$ cat src/rtl/preemph_pkg.sv
// preemph_pkg: shared definitions for the transmit pre-emphasis filter and the
// other single-multiplier IIR sections of the audio chain.
//   WORD_WIDTH  - default sample/accumulator width (two's complement)
//   BITS        - quantization fraction bits; QUANT_VAL = 1 << BITS
//   B0/B1/A1_DEFAULT - default quantized taps (1.0, -0.652, 0.0)
//   state_t     - sequencing states of the time-multiplexed filter
//   dequantize  - removes the fraction bits, rounding toward zero
package preemph_pkg;

  localparam int WORD_WIDTH = 32;
  localparam int BITS       = 10;
  localparam int QUANT_VAL  = 1 << BITS;

  localparam logic signed [WORD_WIDTH-1:0] B0_DEFAULT = 32'sd1024;
  localparam logic signed [WORD_WIDTH-1:0] B1_DEFAULT = -32'sd668;
  localparam logic signed [WORD_WIDTH-1:0] A1_DEFAULT = 32'sd0;

  typedef enum logic [2:0] {
    S_IDLE,
    S_MUL0,
    S_MUL1,
    S_MUL2,
    S_WRITE
  } state_t;

  // A plain arithmetic shift floors; biasing negative values by 2^bits - 1
  // first turns that into truncation toward zero, matching C integer division.
  function automatic logic signed [WORD_WIDTH-1:0] dequantize(
    input logic signed [WORD_WIDTH-1:0] v,
    input int                           bits
  );
    logic signed [WORD_WIDTH-1:0] bias;
    bias = $signed((WORD_WIDTH'(1) << bits) - WORD_WIDTH'(1));
    if (v[WORD_WIDTH-1]) begin
      return (v + bias) >>> bits;
    end
    return v >>> bits;
  endfunction

endpackage

$ cat src/rtl/preemph_iir_mac.sv
// iir_mac: registered accumulator around one signed multiplier, shared by the
// single-multiplier filters of the chain.
// Ports:
//   clock, reset  - system clock, asynchronous active-low reset
//   en            - load the accumulator with sum this cycle
//   clear         - 1: sum = op_a*op_b (start a new sum); 0: sum = acc + op_a*op_b
//   op_a, op_b    - signed operands; the product keeps the low DATA_WIDTH bits
//   sum           - combinational next accumulator value, so the caller can
//                   consume the final term without waiting a cycle
module iir_mac
  import preemph_pkg::*;
#(
  parameter int DATA_WIDTH = WORD_WIDTH
) (
  input  logic                         clock,
  input  logic                         reset,
  input  logic                         en,
  input  logic                         clear,
  input  logic signed [DATA_WIDTH-1:0] op_a,
  input  logic signed [DATA_WIDTH-1:0] op_b,
  output logic signed [DATA_WIDTH-1:0] sum
);

  logic signed [DATA_WIDTH-1:0] acc;
  logic signed [DATA_WIDTH-1:0] base;
  logic signed [DATA_WIDTH-1:0] prod;

  // Products and sums wrap at DATA_WIDTH bits, bit-exact with 32-bit int math.
  always_comb begin
    prod = op_a * op_b;
    base = clear ? '0 : acc;
    sum  = base + prod;
  end

  always_ff @(posedge clock or negedge reset) begin
    if (!reset) begin
      // NOTE: sequential state uses non-blocking assignments so every register
      // samples its inputs from before the edge, independent of block order.
      acc <= '0;
    end else if (en) begin
      acc <= sum;
    end
  end

endmodule

$ cat src/rtl/preemph.sv
// preemph: first-order pre-emphasis section between two FIFOs,
//   y[n] = dequantize(B0*x[n] + B1*x[n-1] + A1*y[n-1]),
// computed with one multiplier over three cycles; one sample in flight.
// Ports:
//   clock, reset - system clock, asynchronous active-low reset
//   in_rd_en     - upstream FIFO read strobe (only in S_IDLE)
//   in_empty     - upstream FIFO empty
//   in_dout      - upstream FWFT data, valid while in_empty = 0
//   out_wr_en    - downstream FIFO write strobe
//   out_full     - downstream FIFO full
//   out_din      - downstream FIFO data, zero unless out_wr_en = 1
module preemph
  import preemph_pkg::*;
#(
  parameter int                           DATA_WIDTH = WORD_WIDTH,
  parameter int                           BITS       = preemph_pkg::BITS,
  parameter logic signed [DATA_WIDTH-1:0] B0         = B0_DEFAULT,
  parameter logic signed [DATA_WIDTH-1:0] B1         = B1_DEFAULT,
  parameter logic signed [DATA_WIDTH-1:0] A1         = A1_DEFAULT
) (
  input  logic                  clock,
  input  logic                  reset,
  output logic                  in_rd_en,
  input  logic                  in_empty,
  input  logic [DATA_WIDTH-1:0] in_dout,
  output logic                  out_wr_en,
  input  logic                  out_full,
  output logic [DATA_WIDTH-1:0] out_din
);

  state_t                       state;
  logic signed [DATA_WIDTH-1:0] x_cur;
  logic signed [DATA_WIDTH-1:0] x1;
  logic signed [DATA_WIDTH-1:0] y1;
  logic signed [DATA_WIDTH-1:0] y_reg;

  logic                         mac_en;
  logic                         mac_clear;
  logic signed [DATA_WIDTH-1:0] mac_a;
  logic signed [DATA_WIDTH-1:0] mac_b;
  logic signed [DATA_WIDTH-1:0] mac_sum;
  logic                         write_fire;

  // Operand schedule for the shared multiplier: one tap per MUL state.
  always_comb begin
    // NOTE: every output gets a default before the case, so states that do
    // not drive an operand cannot infer a latch.
    mac_en    = 1'b0;
    mac_clear = 1'b0;
    mac_a     = '0;
    mac_b     = '0;
    case (state)
      S_MUL0: begin
        mac_en    = 1'b1;
        mac_clear = 1'b1;
        mac_a     = B0;
        mac_b     = x_cur;
      end
      S_MUL1: begin
        mac_en = 1'b1;
        mac_a  = B1;
        mac_b  = x1;
      end
      S_MUL2: begin
        mac_en = 1'b1;
        mac_a  = A1;
        mac_b  = y1;
      end
      default: ;
    endcase
  end

  iir_mac #(
    .DATA_WIDTH(DATA_WIDTH)
  ) u_mac (
    .clock(clock),
    .reset(reset),
    .en   (mac_en),
    .clear(mac_clear),
    .op_a (mac_a),
    .op_b (mac_b),
    .sum  (mac_sum)
  );

  // FWFT upstream: the read strobe and the data capture share the same cycle.
  // Gated by reset so no word is popped while the block is held in reset.
  assign in_rd_en   = reset && (state == S_IDLE) && !in_empty;
  // Write is combinational on out_full so a release on S_WRITE entry writes at once.
  assign write_fire = (state == S_WRITE) && !out_full;
  assign out_wr_en  = write_fire;
  assign out_din    = write_fire ? y_reg : '0;

  always_ff @(posedge clock or negedge reset) begin
    if (!reset) begin
      // History is cleared too, so a restart begins from silence.
      state <= S_IDLE;
      x_cur <= '0;
      x1    <= '0;
      y1    <= '0;
      y_reg <= '0;
    end else begin
      case (state)
        S_IDLE: begin
          if (!in_empty) begin
            x_cur <= $signed(in_dout);
            state <= S_MUL0;
          end
        end
        S_MUL0: state <= S_MUL1;
        S_MUL1: state <= S_MUL2;
        S_MUL2: begin
          y_reg <= dequantize(mac_sum, BITS);
          state <= S_WRITE;
        end
        S_WRITE: begin
          // History advances only when the sample actually leaves.
          if (!out_full) begin
            x1    <= x_cur;
            y1    <= y_reg;
            state <= S_IDLE;
          end
        end
        default: state <= S_IDLE;
      endcase
    end
  end

endmodule

$ cat config.mk
export PLATFORM = sky130hd
export DESIGN_NAME = preemph
export DESIGN_NICKNAME = d
export VERILOG_FILES = /design/src/rtl/preemph_pkg.sv /design/src/rtl/preemph_iir_mac.sv /design/src/rtl/preemph.sv
export SDC_FILE = /design/constraint.sdc
export NUM_CORES = 1
export LEC_CHECK = 0
export ABC_CLOCK_PERIOD_IN_PS = 15350
export BUFFER_PORTS_ARGS = -buffer_cell sky130_fd_sc_hd__buf_2
export CORE_ASPECT_RATIO = 1.2
export CORE_UTILIZATION = 50
export DETAILED_ROUTE_END_ITERATION = 10
export PLACE_DENSITY = 0.69
export SYNTH_ARGS = -nofsm -noshare
export SYNTH_HDL_FRONTEND = slang
export SYNTH_SLANG_ARGS = --single-unit
$ cat constraint.sdc
create_clock -name clock -period 15.35 [get_ports clock]
set_input_delay 2.3025 -clock clock [delete_from_list [all_inputs] [get_ports clock]]
set_output_delay 2.3025 -clock clock [all_outputs]
set_load 0.02 [all_outputs]
# Word-level counts from Yosys, hierarchy flattened
# Index checks and enable logic that the tools add are counted.
[op_classes]
n_addsub = 2
multipliers = 1
n_eq_ne = 6
muxes = 13
bitwise = 2
n_reduce_logical = 10
[op_table]
columns = ["operator", "n"]
rows = [
  ["2-to-1 mux 32 bit", 4],
  ["one-hot mux 32 bit (3 select lines)", 1],
  ["one-hot mux 32 bit (2 select lines)", 1],
  ["adder 32 x 11 -> 32 bit, second input constant", 1],
  ["adder 32 bit", 1],
  ["multiplier 32 x 32 -> 32 bit", 1],
  ["one-hot mux 3 bit (5 select lines)", 1],
  ["equality test 3 x 2 -> 1 bit, second input constant", 2],
  ["2-to-1 mux 3 bit", 2],
  ["AND reduction 2 bit", 3],
  ["2-to-1 mux 1 bit", 4],
  ["!= test 2 bit, second input constant", 2],
  ["equality test 3 x 1 -> 1 bit, second input constant", 1],
  ["equality test 3 bit, second input constant", 1],
  ["logical AND 1 bit", 3],
  ["zero test 3 bit", 1],
  ["OR reduction 3 bit", 1],
  ["zero test 1 bit", 2],
  ["NOT 1 bit", 2],
]
[word_totals]
reg_bits = 163
out_inout_bits = 34
elab_cells = 40

# Longest topological paths before layout
# Gate-level depths: netlist of the first run.
[logic_depth]
depth_word = 7
ltp_mapped = 36

# Modules after synthesis
# From an unflattened synthesis of the first run, not the netlist that was laid out.
[unflattened]
hier_cells = 2553
hier_area_um2 = 24279.5
[by_module_without_submodules]
columns = ["module", "n_inst", "cells_per_inst", "area_per_inst_um2"]
rows = [
  ["iir_mac", 1, 2058, 18654.1],
  ["preemph", 1, 495, 5625.4],
]

# Worst setup path before layout of the first run
# OpenSTA, ideal clock, no wires.
[synth_path]
path_kind = "register to register"
from = "register state[2]"
to = "register y_reg[3]"
setup_ns = 0.084
arrival_time_ns = 8.607
setup_slack_ns = 6.659
stages_incl_launch_ff = 31
path_buffers = 2
period_less_slack_ns = 8.691
cell_sequence = "dfrtp_1 buf_4 nor3_2 nand2_1 inv_1 fa_1 fa_1 inv_1 fa_1 fa_1 inv_1 fa_1 inv_1 fa_1 inv_1 fa_1 inv_1 fa_1 inv_1 ha_1 nand2_1 nor3_1 nor2b_1 a21boi_0 o211a_1 o211ai_1 a21oi_1 clkbuf_1 o21ai_0 xnor2_1 o21ai_0"
[synth_between]
elab_chain_cells = 7
elab_cells_between_ends = 14
classes_between = "add/sub (2); mul (1); eq/ne (3); mux (8)"
[synth_lines]
columns = ["element", "line", "source"]
rows = [
  ["from (decl)", "preemph.sv:31", "state_t state;"],
  ["from (signal assigned)", "preemph.sv:96", "state <= S_IDLE;"],
  ["from (signal assigned)", "preemph.sv:106", "state <= S_MUL0;"],
  ["from (signal assigned)", "preemph.sv:109", "S_MUL0: state <= S_MUL1;"],
  ["equality test 3 x 2 -> 1 bit (tied with other cells)", "preemph.sv:52, preemph.sv:102", ""],
  ["one-hot mux 32 bit (3 select lines) (tied with other cells)", "preemph.sv:52", "case (state)"],
  ["multiplier 32 x 32 -> 32 bit / 2-to-1 mux 32 bit (equally long branches)", "preemph_iir_mac.sv:30, preemph_iir_mac.sv:31", ""],
  ["adder 32 bit", "preemph_iir_mac.sv:32", "sum = base + prod;"],
  ["adder 32 x 11 -> 32 bit / 2-to-1 mux 1 bit (equally long branches)", "preemph_pkg.sv:35, preemph_pkg.sv:34", ""],
  ["2-to-1 mux 32 bit / 2-to-1 mux 1 bit (equally long branches)", "preemph_pkg.sv:34, preemph.sv:102", ""],
  ["2-to-1 mux 32 bit", "preemph_pkg.sv:37", "return v >>> bits;"],
  ["to (signal assigned)", "preemph.sv:112", "y_reg <= dequantize(mac_sum, BITS);"],
  ["to (decl)", "preemph.sv:35", "logic signed [DATA_WIDTH-1:0] y_reg;"],
]
# Several ways; a longest one is shown, not always the timed one. The select of a mux whose other input is x is not followed.
# A chain may end at the register's enable or synchronous reset.

# Worst setup path in the final report of the first run
[layout_path]
from = "register state[1]"
to = "register y_reg[11]"
# The elaborated chain is that of the path after synthesis.

==> results.toml, run 1 <==
[run_status]
status = "completed"

[clock_tree]
cts_post_setup_buffers_inserted = 0
cts_tree = "built"
clk_root_buffer_cell = "clkbuf_16"
cts-hold-fix-buffers = 0
postCtsResizedCells = 0
cts_num_sinks = 118
htree_levels = 4
cts.clk_slew.worst_paths_ps = 70
ctsLongestPathBuffers = 2
cts_inserted_buffers = 17
insertion_delay_ps = 430

[timing]
setup_viol = 0
clock.fmax_ghz = 0.0916
aggregate_negative_setup_slack_ps = 0
fin_crit_sh_pct = 71.1
finalHoldViolations = 0
max_slew_margin_pct = 17.1
slew_violations = 0
period_minus_slack_ps = 10910
worstMarginPinSlew_ps = 1240
fin_worst_setup_slack_ps = 4440
rsz0062_at_grt = "false"
fin_skew_ps = 16.8

[logic_synthesis]
yosys.area.top_type = "fa_1"
syn-mean-instance-area_um2 = 9.98
count_of_unique_library_cells_instantiated_by_yosys = 65
mappedNetlistArea_um2 = 15300
post-synth-top-count-cell = "inv_1"
synth_top_cell_area_share_pct = 27.5
yosys_register_bits = 118
syn_nets = 1983
cells_after_synthesis = 1533
post_synth_edffs = 0
seq_area_frac_synth_pct = 19.3
synthTopCellsByCount = "inv_1 (365), fa_1 (210), ha_1 (204)"
synth-async-reset-ratio_pct = 100
synthesis.yosys.warnings = 0
synth_ff_type = "dfrtp_1"
synth.top_cells.by_area = "fa_1 (27%), dfrtp_1 (19%), ha_1 (17%)"

[final_layout]
nNetsFinal = 2028
drive_gt1_share_pct = 12.8
antenna_cells_inserted = 0
reg.largest.list = "u_mac.acc x32, x1 x30, x_cur x30"
flip_flop_count_of_the_largest_register_after_layout = 32
area_growth_pct = 8.38
top_register = "u_mac.acc"

[global_route]
grt_overflow_total = 0
number_of_global_route_vias_before_repair = 11494
groute.usage.overall_pct = 24.0
wire_length_of_the_first_global_routing_pass_mm = 57.9
initial_antenna_violation_count = 0
grt_start_max_net_pins = 66

[place]
detailed_place_hpwl_mm = 28.6
port_buffers = 67
place_worst_setup_slack_ps = 4540
globalplace.congestion = 0.916

[critical_path]
setup.worst_path.end_class = "flop"
type_of_origin_of_the_critical_path = "flop"
timing.critical_path.arrival_ps = 11180
cp_slowest_cell = "a21oi_1"
critical-path-max-stage-delay_ps = 960
path_max_fanout = 18
rr_worst_depth = 30
critical_path_class = "flop to flop"
cp_data_required_time_ps = 15620

[detailed_routing]
route.detailed.vias_per_inst = 5.34
routedWlPerCell_um = 17.8
wirelength_mm = 35.3
ant_nets = 0
num_vias = 10578
detail_route.iter0.violations = 454
first_pass_iters = 5
post_detailed_route_drc_marker_count = 0

[worst_hold_path]
timing.hold.worst_path_depth = 2
min_path_type = "flop to flop"

[floorplan]
placementRows = 69
dieArea_um2 = 31300
die_height_um = 194
ios = 70
core-area_um2 = 29900
initial_utilization_pct = 51.2
die_w_um = 162

[run]
drv.max_cap_violation_count = 0
-- layout make-up --
| class | instances | area, µm² |
|---|---|---|
| multi-input combinational | 996 | 10800 |
| inverter | 365 | 1370 |
| fill | 2630 | 13300 |
| clock buffer | 17 | 425 |
| timing repair buffer | 80 | 435 |
| sequential | 118 | 2950 |
| tap | 390 | 488 |
| clock inverter | 15 | 153 |
-- stage by stage --
stage          cells  hold WS, ps  instance area (µm²)  util [%]
2_1_floorplan   1533          440                15300         -
3_3_place_gp    1949          455                16000      53.6
3_5_place_dp    1949          462                16000      53.6
4_1_cts         1981          476                16600      55.5
5_1_grt         1981          501                16600      55.5
6_report        1981          475                16600      55.5
-- cells in the final DEF (no fill, tap or decap), types with 51 or more instances in the layout --
cell type	instances
and2_1	52
buf_2	66
dfrtp_1	118
fa_1	210
ha_1	204
inv_1	365
mux2_2	71
nand2_1	87
o21ai_0	61
xnor2_1	51
-- routing by layer --
layer | global-route usage [%] | up-vias | part of all wire [%]
li1 | - | 4936 | -
met1 | 29.2 | 5350 | 41
met2 | 42.0 | 214 | 51
met3 | 3.06 | 78 | 3.3
met4 | 11.1 | 0 | 4.5
met5 | 0 | - | 0
-- worst max-delay path, delay by kind of cell (launching register included) --
family / cells / cell delay, ps
compound gates: 6 / 2050
buf+inv: 9 / 1330
xor+xnor: 1 / 260
fa+ha+maj: 9 / 4440
simple gates: 5 / 1880
flops: 1 / 730
-- path summary, 6_finish.rpt --
check                      slack [ps]                        to             startpoint
max                              4440     y_reg[11]$_DFFE_PN0N_   state[1]$_DFFE_PN0P_
min                               470     y_reg[15]$_DFFE_PN0N_  y_reg[15]$_DFFE_PN0N_
max reg2reg                      4440     y_reg[11]$_DFFE_PN0N_   state[1]$_DFFE_PN0P_
min reg2reg                       470     y_reg[15]$_DFFE_PN0N_  y_reg[15]$_DFFE_PN0N_
max in group asynchronous       12040        x1[16]$_DFFE_PN0P_                  reset
min in group asynchronous        1940  u_mac.acc[5]$_DFFE_PN0P_                  reset
-- cells by family after synthesis --
logic type      Yosys count  synth area share [%]
buf+inv                 419                  10.6
fa+ha+maj               414                  44.2
simple gates            258                  8.99
compound gates          179                  7.43
flops                   118                  19.3
mux                      73                  5.36
xor+xnor                 72                  4.21
Power of run 1 is not shown: default switching activity piles up to over one toggle a cycle in this logic, so the estimate is an artifact.
==> run 2, diff against run 1 <==
--- a/config.mk
+++ b/config.mk
@@ -5,12 +5,12 @@
 export SDC_FILE = /design/constraint.sdc
 export NUM_CORES = 1
 export LEC_CHECK = 0
-export ABC_CLOCK_PERIOD_IN_PS = 15350
+export ABC_CLOCK_PERIOD_IN_PS = 9600
 export BUFFER_PORTS_ARGS = -buffer_cell sky130_fd_sc_hd__buf_2
 export CORE_ASPECT_RATIO = 1.2
 export CORE_UTILIZATION = 50
 export DETAILED_ROUTE_END_ITERATION = 10
-export PLACE_DENSITY = 0.69
+export PLACE_DENSITY = 0.72
 export SYNTH_ARGS = -nofsm -noshare
 export SYNTH_HDL_FRONTEND = slang
 export SYNTH_SLANG_ARGS = --single-unit
==> constraint.sdc (replaced) <==
create_clock -name clock -period 9.6 [get_ports clock]
set_input_delay 1.44 -clock clock [delete_from_list [all_inputs] [get_ports clock]]
set_output_delay 1.44 -clock clock [all_outputs]
set_load 0.02 [all_outputs]
==> results.toml, run 2 (synthesized netlist as in run 1, its figures left out) <==
[floorplan]
core-area_um2 = 29900
ios = 70
dieArea_um2 = 31300
initial_utilization_pct = 51.2
die_height_um = 194
placementRows = 69
die_w_um = 162

[critical_path]
critical_path.reg2reg.startpoint = "state[0]$_DFFE_PN0P_"
type_of_origin_of_the_critical_path = "flop"
timing.critical_path.arrival_ps = 9440
cp_num_buf_inv = 7
timing.critical_path.max_delay_family = "adder cells"
critical_path.startpoint = "state[0]$_DFFE_PN0P_"
path_max_fanout = 32
critical_path.reg2reg.endpoint = "y_reg[18]$_DFFE_PN0N_"
critical-path-top-cell-by-count = "fa_1"
setup.worst_path.end_class = "flop"
cp_data_required_time_ps = 9930
cp_slowest_cell = "or3b_2"
critical-path-max-stage-delay_ps = 810
rr_worst_depth = 28
ff2ff_setup_slack_ps = 490
critical_path_class = "flop to flop"

[detailed_routing]
routedWlPerCell_um = 17.8
post_detailed_route_drc_marker_count = 0
first_pass_iters = 7
num_vias = 10588
wirelength_mm = 35.6
detail_route.iter0.violations = 493
ant_nets = 0
route.detailed.vias_per_inst = 5.30

[clock_tree]
postCtsResizedCells = 0
cts.clk_slew.worst_paths_ps = 60
cts_tree = "built"
ctsLongestPathBuffers = 2
cts_num_sinks = 118
cts_inserted_buffers = 17
clk_root_buffer_cell = "clkbuf_16"
cts-hold-fix-buffers = 0
htree_levels = 4
cts_post_setup_buffers_inserted = 0
insertion_delay_ps = 430

[final_layout]
final.fill_count = 2643
area_growth_pct = 9.22
nNetsFinal = 2045
antenna_cells_inserted = 0
layout.cells.most_common = "inv_1"
flip_flop_count_of_the_largest_register_after_layout = 32
drive_gt1_share_pct = 13.6
top_register = "u_mac.acc"
reg.largest.list = "u_mac.acc x32, x1 x30, x_cur x30"
layout.cells.most_common_list = "inv_1 (365), fa_1 (210), ha_1 (204)"

[worst_hold_path]
timing.hold.worst_path_depth = 2
min_from = "u_mac.acc[28]$_DFFE_PN0P_"
min_path_type = "flop to flop"
holdPathEnd = "u_mac.acc[28]$_DFFE_PN0P_"

[global_route]
number_of_global_route_vias_before_repair = 11590
grt_start_max_net_pins = 61
wire_length_of_the_first_global_routing_pass_mm = 58.9
groute.usage.overall_pct = 24.5
grt_overflow_total = 0
initial_antenna_violation_count = 0

[run_status]
status = "completed"

[timing]
aggregate_negative_setup_slack_ps = 0
setup_viol = 0
fin_crit_sh_pct = 94.9
fin_skew_ps = 20.6
rsz0062_at_grt = "false"
max_slew_margin_pct = 30.0
worstMarginPinSlew_ps = 1050
clock.fmax_ghz = 0.110
slew_violations = 0
fin_worst_setup_slack_ps = 491
finalHoldViolations = 0
period_minus_slack_ps = 9110

[run]
drv.max_cap_violation_count = 0

[place]
detailed_place_hpwl_mm = 28.8
port_buffers = 67
place_worst_setup_slack_ps = 530
globalplace.congestion = 0.897
## run 2: metal layers
metal	vias to the layer above	wire length (µm)	global-route usage (%)
met2	254	18500	43.9
li1	4949	-	-
met3	72	1400	3.29
met4	0	1410	9.68
met5	-	0	0
met1	5313	14300	29.5
## run 2: worst reg2reg max path, delay by kind of cell (launching register included)
family	cells	cell delay [ps]
and+or+nand+nor	7	2230
DFF	1	740
buffers and inverters	7	530
adders and majority gates	9	4470
AOI/OAI and AO/OA	5	1050
## run 2: final cells by class
cell class | instances | area, µm² | share of cell area, %
Clock buffer | 18 | 429 | 2.57
Timing Repair Buffer | 97 | 563 | 3.37
Multi-Input combinational cell | 996 | 10800 | 64.4
Clock inverter | 14 | 144 | 0.861
Inverter | 365 | 1370 | 8.20
Sequential cell | 118 | 2950 | 17.7
Tap cell | 390 | 488 | 2.92
## run 2: worst max-delay path by stage
stage / to / slack (ps) / cells after the start
2_1_floorplan: y_reg[3]$_DFFE_PN0N_ / 910 / 30
3_3_place_gp: y_reg[30]$_DFFE_PN0N_ / 710 / 27
3_5_place_dp: y_reg[30]$_DFFE_PN0N_ / 530 / 27
4_1_cts: y_reg[18]$_DFFE_PN0N_ / 380 / 28
5_1_grt: y_reg[18]$_DFFE_PN0N_ / 80 / 28
6_report: y_reg[18]$_DFFE_PN0N_ / 490 / 28
## run 2: through the flow
stage               area [µm²]  util, %  hold slack (ps)  cells
floorplan                15300        -              440   1533
global placement         16100     54.0              454   1966
detailed placement       16100     54.0              462   1966
CTS                      16700     55.9              476   1998
global route             16700     55.9              493   1998
finish                   16700     55.9              474   1998
Power of run 2 is left out for the same reason.
==> run 3, diff against run 2 <==
--- a/config.mk
+++ b/config.mk
@@ -11,6 +11,7 @@
 export CORE_UTILIZATION = 50
 export DETAILED_ROUTE_END_ITERATION = 10
 export PLACE_DENSITY = 0.72
+export RECOVER_POWER = 25
 export SYNTH_ARGS = -nofsm -noshare
 export SYNTH_HDL_FRONTEND = slang
 export SYNTH_SLANG_ARGS = --single-unit
==> results.toml, run 3 (synthesized netlist as in run 1, its figures left out) <==
[detailed_routing]
route.detailed.vias_per_inst = 5.29
routedWlPerCell_um = 17.8
post_detailed_route_drc_marker_count = 0
detail_route.iter0.violations = 508
ant_nets = 0
num_vias = 10578
first_pass_iters = 5
wirelength_mm = 35.6

[global_route]
grt_start_max_net_pins = 61
grt_overflow_total = 0
number_of_global_route_vias_before_repair = 11590
groute.usage.overall_pct = 24.5
wire_length_of_the_first_global_routing_pass_mm = 58.9
initial_antenna_violation_count = 0

[final_layout]
layout.cells.most_common_list = "inv_1 (365), fa_1 (210), ha_1 (204)"
reg.largest.list = "u_mac.acc x32, x1 x30, x_cur x30"
drive_gt1_share_pct = 13.4
nNetsFinal = 2045
fin_area_um2 = 16700
area_growth_pct = 9.12
layout.cells.most_common = "inv_1"
top_register = "u_mac.acc"
flip_flop_count_of_the_largest_register_after_layout = 32
antenna_cells_inserted = 0

[critical_path]
critical-path-top-cell-by-count = "fa_1"
timing.critical_path.arrival_ps = 9430
critical_path.startpoint = "state[0]$_DFFE_PN0P_"
setup.worst_path.end_class = "flop"
type_of_origin_of_the_critical_path = "flop"
cp_data_required_time_ps = 9930
critical-path-max-stage-delay_ps = 800
critical_path_class = "flop to flop"
timing.critical_path.max_delay_family = "adder cells"
cp_slowest_cell = "or3b_2"
critical_path.reg2reg.startpoint = "state[0]$_DFFE_PN0P_"
path_max_fanout = 32
cp_num_buf_inv = 7

[floorplan]
die_w_um = 162
ios = 70
placementRows = 69
dieArea_um2 = 31300
die_height_um = 194
initial_utilization_pct = 51.2
core-area_um2 = 29900

[place]
globalplace.congestion = 0.897
detailed_place_hpwl_mm = 28.8
port_buffers = 67
placed_area_um2 = 16100

[timing]
setup_viol = 0
max_slew_margin_pct = -109
fin_skew_ps = 19.6
clock.fmax_ghz = 0.110
rsz0062_at_grt = "false"
aggregate_negative_setup_slack_ps = 0
worstMarginPinSlew_ps = 3140
period_minus_slack_ps = 9100
slew_violations = 92
hold_slack_ps = 474
finalHoldViolations = 0
fin_crit_sh_pct = 94.8

[clock_tree]
cts-hold-fix-buffers = 0
cts_tree = "built"
cts.clk_slew.worst_paths_ps = 70
ctsLongestPathBuffers = 2
postCtsResizedCells = 0
cts_num_sinks = 118
clk_root_buffer_cell = "clkbuf_16"
cts_inserted_buffers = 17
htree_levels = 4
insertion_delay_ps = 430
cts_post_setup_buffers_inserted = 0

[worst_hold_path]
min_from = "y_reg[5]$_DFFE_PN0N_"
min_path_type = "flop to flop"

[run_status]
status = "finished with violations"
violated_checks = "max-capacitance violations, max-slew violations"

[run]
drv.max_cap_violation_count = 2
[run 3: layout make-up]
cell class / count / area [µm²]
Tap cell: 390 / 488
Clock inverter: 14 / 144
Timing Repair Buffer: 97 / 554
Multi-Input combinational cell: 996 / 10800
Inverter: 365 / 1370
Sequential cell: 118 / 2950
Clock buffer: 18 / 429
Fill cell: 2649 / 13200
[run 3: path summary, 6_finish.rpt]
path	to	slack, ps	cells past startpoint
setup / recovery	y_reg[18]$_DFFE_PN0N_	500	28
hold / removal	y_reg[5]$_DFFE_PN0N_	470	2
setup reg to reg	y_reg[18]$_DFFE_PN0N_	500	28
min in group asynchronous	y_reg[2]$_DFFE_PN0N_	2040	1
hold reg to reg	y_reg[5]$_DFFE_PN0N_	470	2
max in group asynchronous	u_mac.acc[3]$_DFFE_PN0P_	5340	2
[run 3: metal layers]
layer  vias up  wire length (µm)  global-route usage (%)
li1       4953                 -                       -
met1      5272             14000                    29.5
met2       277             18500                    43.9
met3        76              1590                    3.29
met4         0              1530                    9.68
met5         -                 0                       0
[run 3: metrics by stage]
stage          utilization (%)  worst slack, ps  std cells
2_1_floorplan                -              909       1533
3_3_place_gp              54.0              712       1966
3_5_place_dp              54.0              530       1966
4_1_cts                   55.9              375       1998
5_1_grt                   55.9             90.4       1998
6_report                  55.9              499       1998
[run 3: worst register-to-register path, delay by kind of cell, from the launching register on]
family	cells	cell delay (ps)
compound gates	5	1050
fa+ha+maj	9	4490
buf+inv	7	520
simple gates	7	2240
flops	1	720
Power of run 3 is left out for the same reason.
